[src/rtl/icache_sa.sv]
// Set-associative instruction cache with multi-word blocks, round-robin replacement and flush.
// Optional hit/miss counters are built when ICACHE_STATS_EN is defined.
module icache_sa #(
   parameter int SETS  = 8,
   parameter int WAYS  = 2,
   parameter int WORDS = 2
) (
   input  logic        CLK,
   input  logic        nRST,
   input  logic        imemREN,
   input  logic [31:0] imemaddr,
   input  logic        iflush,
   output logic        ihit,
   output logic [31:0] imemload,
   output logic        iREN,
   output logic [31:0] iaddr,
   input  logic        iwait,
   input  logic [31:0] iload
`ifdef ICACHE_STATS_EN
   ,
   output logic [31:0] hit_count,
   output logic [31:0] miss_count
`endif
);

   localparam int WOFF = $clog2(WORDS);
   localparam int IDX  = $clog2(SETS);
   localparam int TAG  = 30 - IDX - WOFF;
   localparam int WCW  = (WOFF > 0) ? WOFF : 1;
   localparam int RRW  = (WAYS > 1) ? $clog2(WAYS) : 1;

   typedef enum logic {IDLE, FILL} state_t;
   state_t state, next_state;

   logic [WAYS-1:0] valid [SETS];
   logic [TAG-1:0]  tags  [SETS][WAYS];
   logic [31:0]     data  [SETS][WAYS][WORDS];
   logic [RRW-1:0]  rr    [SETS];

   logic [TAG-1:0] req_tag, miss_tag;
   logic [IDX-1:0] req_idx, miss_idx;
   logic [WCW-1:0] req_woff, wc;
   logic [RRW-1:0] hit_way, req_victim, victim;
   logic           hit_raw, miss_start, fill_word, fill_last;
   logic           unused_ok;

   assign req_tag   = imemaddr[31 -: TAG];
   assign req_idx   = imemaddr[2+WOFF +: IDX];
   assign req_woff  = (WOFF > 0) ? imemaddr[2 +: WCW] : '0;
   assign unused_ok = ^imemaddr[1:0];

   // Descending scan so the lowest-index matching way is the one left standing.
   always_comb begin
      // NOTE: every always_comb output gets a default first so no latch is inferred.
      hit_raw = 1'b0;
      hit_way = '0;
      for (int w = WAYS - 1; w >= 0; w--) begin
         if (valid[req_idx][w] && (tags[req_idx][w] == req_tag)) begin
            hit_raw = 1'b1;
            hit_way = RRW'(w);
         end
      end
   end

   always_comb begin
      req_victim = rr[req_idx];
      for (int w = WAYS - 1; w >= 0; w--) begin
         if (!valid[req_idx][w]) req_victim = RRW'(w);
      end
   end

   assign ihit       = (state == IDLE) && imemREN && hit_raw && !iflush;
   assign imemload   = ihit ? data[req_idx][hit_way][req_woff] : '0;
   assign miss_start = (state == IDLE) && imemREN && !hit_raw && !iflush;
   assign fill_word  = (state == FILL) && !iflush && !iwait;
   assign fill_last  = fill_word && (wc == WCW'(WORDS - 1));

   always_ff @(posedge CLK or negedge nRST) begin
      // NOTE: sequential state uses non-blocking assignments only.
      if (!nRST) state <= IDLE;
      else       state <= next_state;
   end

   always_comb begin
      next_state = state;
      iREN       = 1'b0;
      iaddr      = '0;
      case (state)
         IDLE: if (miss_start) next_state = FILL;
         FILL: begin
            iREN  = 1'b1;
            iaddr = (32'({miss_tag, miss_idx}) << (WOFF + 2)) | (32'(wc) << 2);
            if (iflush || fill_last) next_state = IDLE;
         end
         default: next_state = IDLE;
      endcase
   end

   always_ff @(posedge CLK or negedge nRST) begin
      if (!nRST) begin
         miss_tag <= '0;
         miss_idx <= '0;
         wc       <= '0;
         victim   <= '0;
         for (int s = 0; s < SETS; s++) begin
            valid[s] <= '0;
            rr[s]    <= '0;
         end
      end else begin
         if (miss_start) begin
            miss_tag <= req_tag;
            miss_idx <= req_idx;
            wc       <= '0;
            victim   <= req_victim;
         end
         if (fill_word) wc <= wc + WCW'(1);
         if (fill_last && (victim == rr[miss_idx]))
            rr[miss_idx] <= (WAYS > 1) ? rr[miss_idx] + RRW'(1) : '0;
         // The victim is invalidated at the miss so a partially written block never hits.
         if (iflush) begin
            for (int s = 0; s < SETS; s++) valid[s] <= '0;
         end else if (miss_start) begin
            valid[req_idx][req_victim] <= 1'b0;
         end else if (fill_last) begin
            valid[miss_idx][victim] <= 1'b1;
         end
      end
   end

   // NOTE: tag and data arrays carry no reset; the valid bits alone qualify their contents.
   always_ff @(posedge CLK) begin
      if (fill_word) data[miss_idx][victim][wc] <= iload;
      if (fill_last) tags[miss_idx][victim]     <= miss_tag;
   end

`ifdef ICACHE_STATS_EN
   always_ff @(posedge CLK or negedge nRST) begin
      if (!nRST) begin
         hit_count  <= '0;
         miss_count <= '0;
      end else begin
         if (ihit && (hit_count != '1))        hit_count  <= hit_count + 32'd1;
         if (miss_start && (miss_count != '1)) miss_count <= miss_count + 32'd1;
      end
   end
`endif

endmodule

[config.mk]
export PLATFORM = sky130hd
export DESIGN_NAME = icache_sa
export DESIGN_NICKNAME = d
export VERILOG_FILES = /design/src/rtl/icache_sa.sv
export SDC_FILE = /design/constraint.sdc
export NUM_CORES = 2
export LEC_CHECK = 0
export CAP_MARGIN = 20
export CELL_PAD_IN_SITES_DETAIL_PLACEMENT = 0
export CELL_PAD_IN_SITES_GLOBAL_PLACEMENT = 1
export CORE_MARGIN = 2
export CORE_UTILIZATION = 40
export CTS_CLUSTER_SIZE = 20
export DETAILED_ROUTE_END_ITERATION = 8
export GPL_ROUTABILITY_DRIVEN = 0
export GPL_TIMING_DRIVEN = 0
export HOLD_SLACK_MARGIN = 0.15
export PLACE_DENSITY_LB_ADDON = 0.05
export SYNTH_ARGS = -nofsm -noshare
export SYNTH_HDL_FRONTEND = slang
export SYNTH_SLANG_ARGS = --single-unit
[constraint.sdc]
create_clock -name CLK -period 10.2 [get_ports CLK]
set_input_delay 1.53 -clock CLK [delete_from_list [all_inputs] [get_ports CLK]]
set_output_delay 1.53 -clock CLK [all_outputs]
set_load 0.03 [all_outputs]
* Yosys cells after proc, flatten, opt, wreduce, memory -nomap -nowiden
Memory sizes are Yosys's and may differ from the RTL's. Index checks and enable logic that the tools add are counted.
Word-level totals: logic and storage cells 128, output and inout port bits 66, register bits after elaboration 56, RAM bits 1440, memories kept 2
Cells by class: $add $sub $neg 2, $lt $le $gt $ge 14, bitwise logic cells 11, reduce and logical (&&, ||, !) cells 23, muxes and demuxes 52, equal/unequal tests 3
Memory list:
- data | words 8, bits a word 128, rd ports 1, clocked after Yosys merged registers in 0, write ports 1, RTL line 37 | logic [31:0] data [SETS][WAYS][WORDS];
- tags | words 8, bits a word 52, rd ports 1, clocked after Yosys merged registers in 0, write ports 1, RTL line 36 | logic [TAG-1:0] tags [SETS][WAYS];
Operators with widths (count):
- 64-bit 2-to-1 mux | 4
- 32-bit 2-to-1 mux | 6
- 128-bit 2-to-1 mux | 1
- 64-bit demux with 1-bit select | 1
- 26-bit == test | 2
- 52-bit 2-to-1 mux | 1
- 16-bit 2-to-1 mux | 3
- 32-bit demux with 1-bit select | 1
- 32-bit by 3-bit bitwise OR with 32-bit output | 1
- 26-bit demux with 1-bit select | 1
- 26-bit 2-to-1 mux | 1
- 1-bit 2-to-1 mux | 19
- 1-bit logical AND | 17
- 16-bit AND | 1
- 16-bit inverter | 1
- 16-bit bitwise OR | 1
- 2-bit demux with 3-bit select | 2
- 8-bit bitwise mux | 1
- 2-bit >= comparator (second input constant) | 4
- 4-bit >= comparator (second input constant) | 2
- 4-bit by 1-bit < comparator with 1-bit output (second input constant) | 2
- 2-bit 2-to-1 mux | 4
- 1-bit inverter with 2-bit output | 4
- 3-bit inverter with 4-bit output | 2
- 15 further kinds | 23

* Longest topological paths before layout
word-level depth 16, depth in mapped cells 16

* Least setup slack after synthesis
No wires, ideal clock.
path kind input to output, start point input port imemaddr[5], end point output port imemload[3], arrival time 4665 ps, stages 14, required time 8670 ps, setup slack 4005 ps, cell sequence buf_2 buf_4 buf_6 buf_2 mux4_2 mux2i_1 xor2_1 nand2_1 nor4_1 nand4_1 a31oi_1 buf_4 nor3_1 a311oi_1
Between the ends: word-level cells in the longest chain between the ends 15, elaborated cells between the ends (all ways) 23, those cells by class 2 x eq/ne; 13 x mux; 2 x bitwise; 4 x reduce/logical; 2 x memory
RTL lines:
- from (decl) | RTL line 11 | input logic [31:0] imemaddr,
- branches (longest 14 deep; another with memory 8 x 52 bit)
- 32-bit 2-to-1 mux (*) | RTL line 73 | assign imemload = ihit ? data[req_idx][hit_way][req_woff] : '0;
- to (decl) | RTL line 14 | output logic [31:0] imemload,
Mark *: on every way between the ends. The select of a mux whose other input is x is not followed.

* Final worst setup path
start point input port imemaddr[3], end point output port imemload[20]
Same word-level chain as after synthesis.

==> results by group <==
Flow run
  – Max cap viols: 0

Power
  – Worst VDD drop: 0.125 mV
  – Power per cell area: 192 nW/µm²
  – Reg power frac: 0.520
  – Pint: 10,300 µW
  – Sw power: 3160 µW
  – Tot Pwr: 13,400 µW
  – Combinational share of power: 0.072
  – Sw Share: 0.235
  – Clk network pwr share: 0.408
  – Leak: 0.0226 µW

Placed design
  – Port bufs: 127
  – Final HPWL DP: 156,000 µm
  – Cell count after placement: 5,431

Timing
  – Tmin final: 10.23 ns
  – Min Hold Slack: 0.580 ns
  – Fin. max-slew vios: 0
  – Measured slew at the worst slew-check pin: 1.28 ns
  – RSZ-0062 raised after global routing: false
  – Fmax: 0.0978 GHz
  – Hold Violations, Final: 0
  – Final setup vio count: 2
  – Final setup margin: -0.0273 ns
  – Slew margin rel.: 0.144
  – Period utilization: 1.00
  – Clk_skew: 0.0185 ns

Clock tree
  – Worst-skew pair later-pin latency: 0.79 ns
  – Post-CTS Repair Setup Buffers: 0
  – Root Driver: clkbuf_16
  – Hold buffer count at CTS: 0
  – Worst-path clk slew: 0.06 ns
  – CTS sink cnt: 1,496
  – CTS tree: yes
  – Cts bufs inserted: 160
  – Clock Tree Buf Depth: 3
  – H-tree levels: 4
  – PostCTS Resize Cnt: 0

Worst setup path
  – Critical path startpoint category: input port
  – Crit-path max FO: 10
  – Kind of critical path: input port to primary output
  – Most numerous cell on the critical path: buf_4
  – Worst path max stage delay: 0.85 ns
  – Critical-path top delay cell: a31oi_1
  – Critical Path, Cell by Cell: clkdlybuf4s50_1 -> buf_4 -> buf_4 -> inv_2 -> buf_2 -> buf_2 -> a221oi_1 -> o22ai_1 -> o221ai_1 -> nor4_1 -> nand4_1 -> a31oi_1 -> buf_4 -> buf_6 -> nor2_1 -> nor3_2 -> clkdlybuf4s50_1
  – Crit. End Element: primary output
  – WP data required: 8.67 ns
  – Worst EP arrival: 8.70 ns
  – Flop2flop setup slack: 6.21 ns

Synthesis
  – Synth Warn #: 0
  – Syn Area/Cell: 17.8 µm²
  – Top_reg_cell synth: edfxtp_1
  – Post-synth EDFFs: 1,440
  – Top cells by area, synth: edfxtp_1, mux4_2, mux2i_1
  – Synth Register Bits: 1,496
  – Asr flop ratio synth: 0.0374
  – Top cell type's share of synthesized area: 0.745
  – Post-synthesis sequential area ratio: 0.769
  – Yosys top cell by area: edfxtp_1
  – Mapped Area: 58,100 µm²
  – Synth Instances: 3,268
  – Yosys cell types: 76

Finish
  – Layout cells sized above 1: 0.193
  – Layout Utilization: 0.487
  – Final #Nets: 3,781
  – Most common cell after layout, fill and taps aside: edfxtp_1
  – Area grow syn2layout: 20.5%
  – Non-filler cells, final: 5,738
  – Most frequent cells in the layout: edfxtp_1, o22ai_1, mux2i_1

Status
  – Outcome: complete, but fails checks
  – Failing checks: negative setup slack

GRT
  – Tot GR Track Use: 0.306
  – First-pass GRT wire length: 303,000 µm
  – Pin count of the biggest net entering global routing: 50
  – Vias in the first global route: 34,800
  – Initial antenna violation count: 11
  – Total grt overflow: 0

Hold path
  – Hold Path Class: flop to flop

Die
  – Initial Util: 0.404
  – I/O pins: 135
  – Site Rows: 139
  – Die height: 385 µm
  – Die span in x: 385 µm
  – Core Area: 144,000 µm²
  – Die area: 148,000 µm²

Route
  – Starting DRT DRC Count: 4,246
  – Final WL: 228,000 µm
  – Vias after detailed routing: 35,700
  – Pre-antenna DRT Iters: 6
  – Drt via density: 6.22
  – DRC: 0
  – Avg WL per Cell: 39.7 µm
  – ANT nets after route: 0
[cells by family (layout without fill, tap and decap cells)]
| kind of cell | count (synthesis) | after routing | synth area share |
|---|---|---|---|
| flops | 1496 | 1496 | 0.769 |
| compound gates | 700 | 700 | 0.0810 |
| simple gates | 431 | 431 | 0.0362 |
| mux | 389 | 389 | 0.0909 |
| buf+inv | 219 | 783 | 0.0184 |
| xor+xnor | 32 | 32 | 0.00483 |
| other cells | 1 | 4 | 0.0000646 |
[worst max-delay path, delay by kind of cell]
family	cells	cell delay, ns
simple gates	4	1.52
compound gates	4	1.92
buf+inv	9	3.64
[routing by layer]
| layer | wire (µm) | up-vias | global-route usage |
|---|---|---|---|
| met5 | 62 | - | 0 |
| met3 | 16400 | 463 | 0.0478 |
| met4 | 11300 | 10 | 0.136 |
| met2 | 110000 | 1947 | 0.506 |
| met1 | 90000 | 19000 | 0.401 |
| li1 | - | 14200 | - |
[registers in the layout (all words and copies together) (netlist names)]
| name | flops |
|---|---|
| data | 1024 |
| victim | 1 |
| rr | 8 |
| tags | 416 |
| valid | 16 |
| miss_idx | 3 |
| miss_tag | 26 |
| state | 1 |
| wc | 1 |
[layout make-up]
cell class | instances | area [µm²]
well taps | 1903 | 2380
inverters | 11 | 42.5
multi-input cells | 1554 | 12700
diodes | 2 | 5.00
repair buffers | 281 | 4320
plain buffers | 208 | 1030
fillers | 12000 | 73800
flip-flops and latches | 1496 | 44600
clock inverters | 78 | 571
clock buffers | 205 | 4280
[power groups by stage]
stage          Clock (µW)  Combinational [µW]  Sequential [µW]
2_1_floorplan           0                 431             7060
3_3_place_gp            0                 865             7110
3_5_place_dp            0                 937             7110
4_1_cts              5540                 940             6990
5_1_grt              5780                1000             7000
6_report             5480                 969             6980
[cell usage after synthesis (5+ instances only)]
library cell	count
dfrtp_1	56
nor3_2	11
buf_6	13
a22oi_1	47
nor2b_1	8
nand3_1	13
edfxtp_1	1440
a211oi_2	5
nor4_1	17
xor2_1	12
a221oi_1	13
mux4_2	90
nor3_1	32
mux2_4	30
buf_2	44
a211oi_1	44
nand2_1	66
or2_2	5
mux2_2	86
o22ai_1	235
o221ai_1	62
xnor2_1	20
a31oi_1	9
o21ai_0	90
buf_1	22
or3_1	6
and3_1	20
o311a_1	8
nand4_1	5
inv_1	8
nand2b_1	8
and2_1	35
a21oi_1	107
mux2i_1	182
clkbuf_1	105
nor2_1	184
a2111oi_0	12
buf_4	24
o22a_1	22
[metrics by stage]
| step | cell area [µm²] | TNS [ns] | setup WS (ns) |
|---|---|---|---|
| 2_1_floorplan | 58100 | 0 | 4.00 |
| 3_3_place_gp | 61700 | -1.20 | -0.280 |
| 3_5_place_dp | 64700 | 0 | 0.148 |
| 4_1_cts | 69500 | 0 | 0.0907 |
| 5_1_grt | 70000 | 0 | 0.0949 |
| 6_report | 70000 | -0.0482 | -0.0273 |
[path summary, 6_finish.rpt]
check	from	to	depth (start not counted)
worst max-delay path	imemaddr[3]	imemload[20]	17
worst min-delay path	valid[1]	valid[1]	2
worst max register to register	tags[6][32]	miss_tag[3]	10
worst min register to register	valid[1]	valid[1]	2
max in group asynchronous	nRST	miss_tag[21]	2
min in group asynchronous	nRST	miss_tag[6]	1
Power figures use the tool's default switching activity.
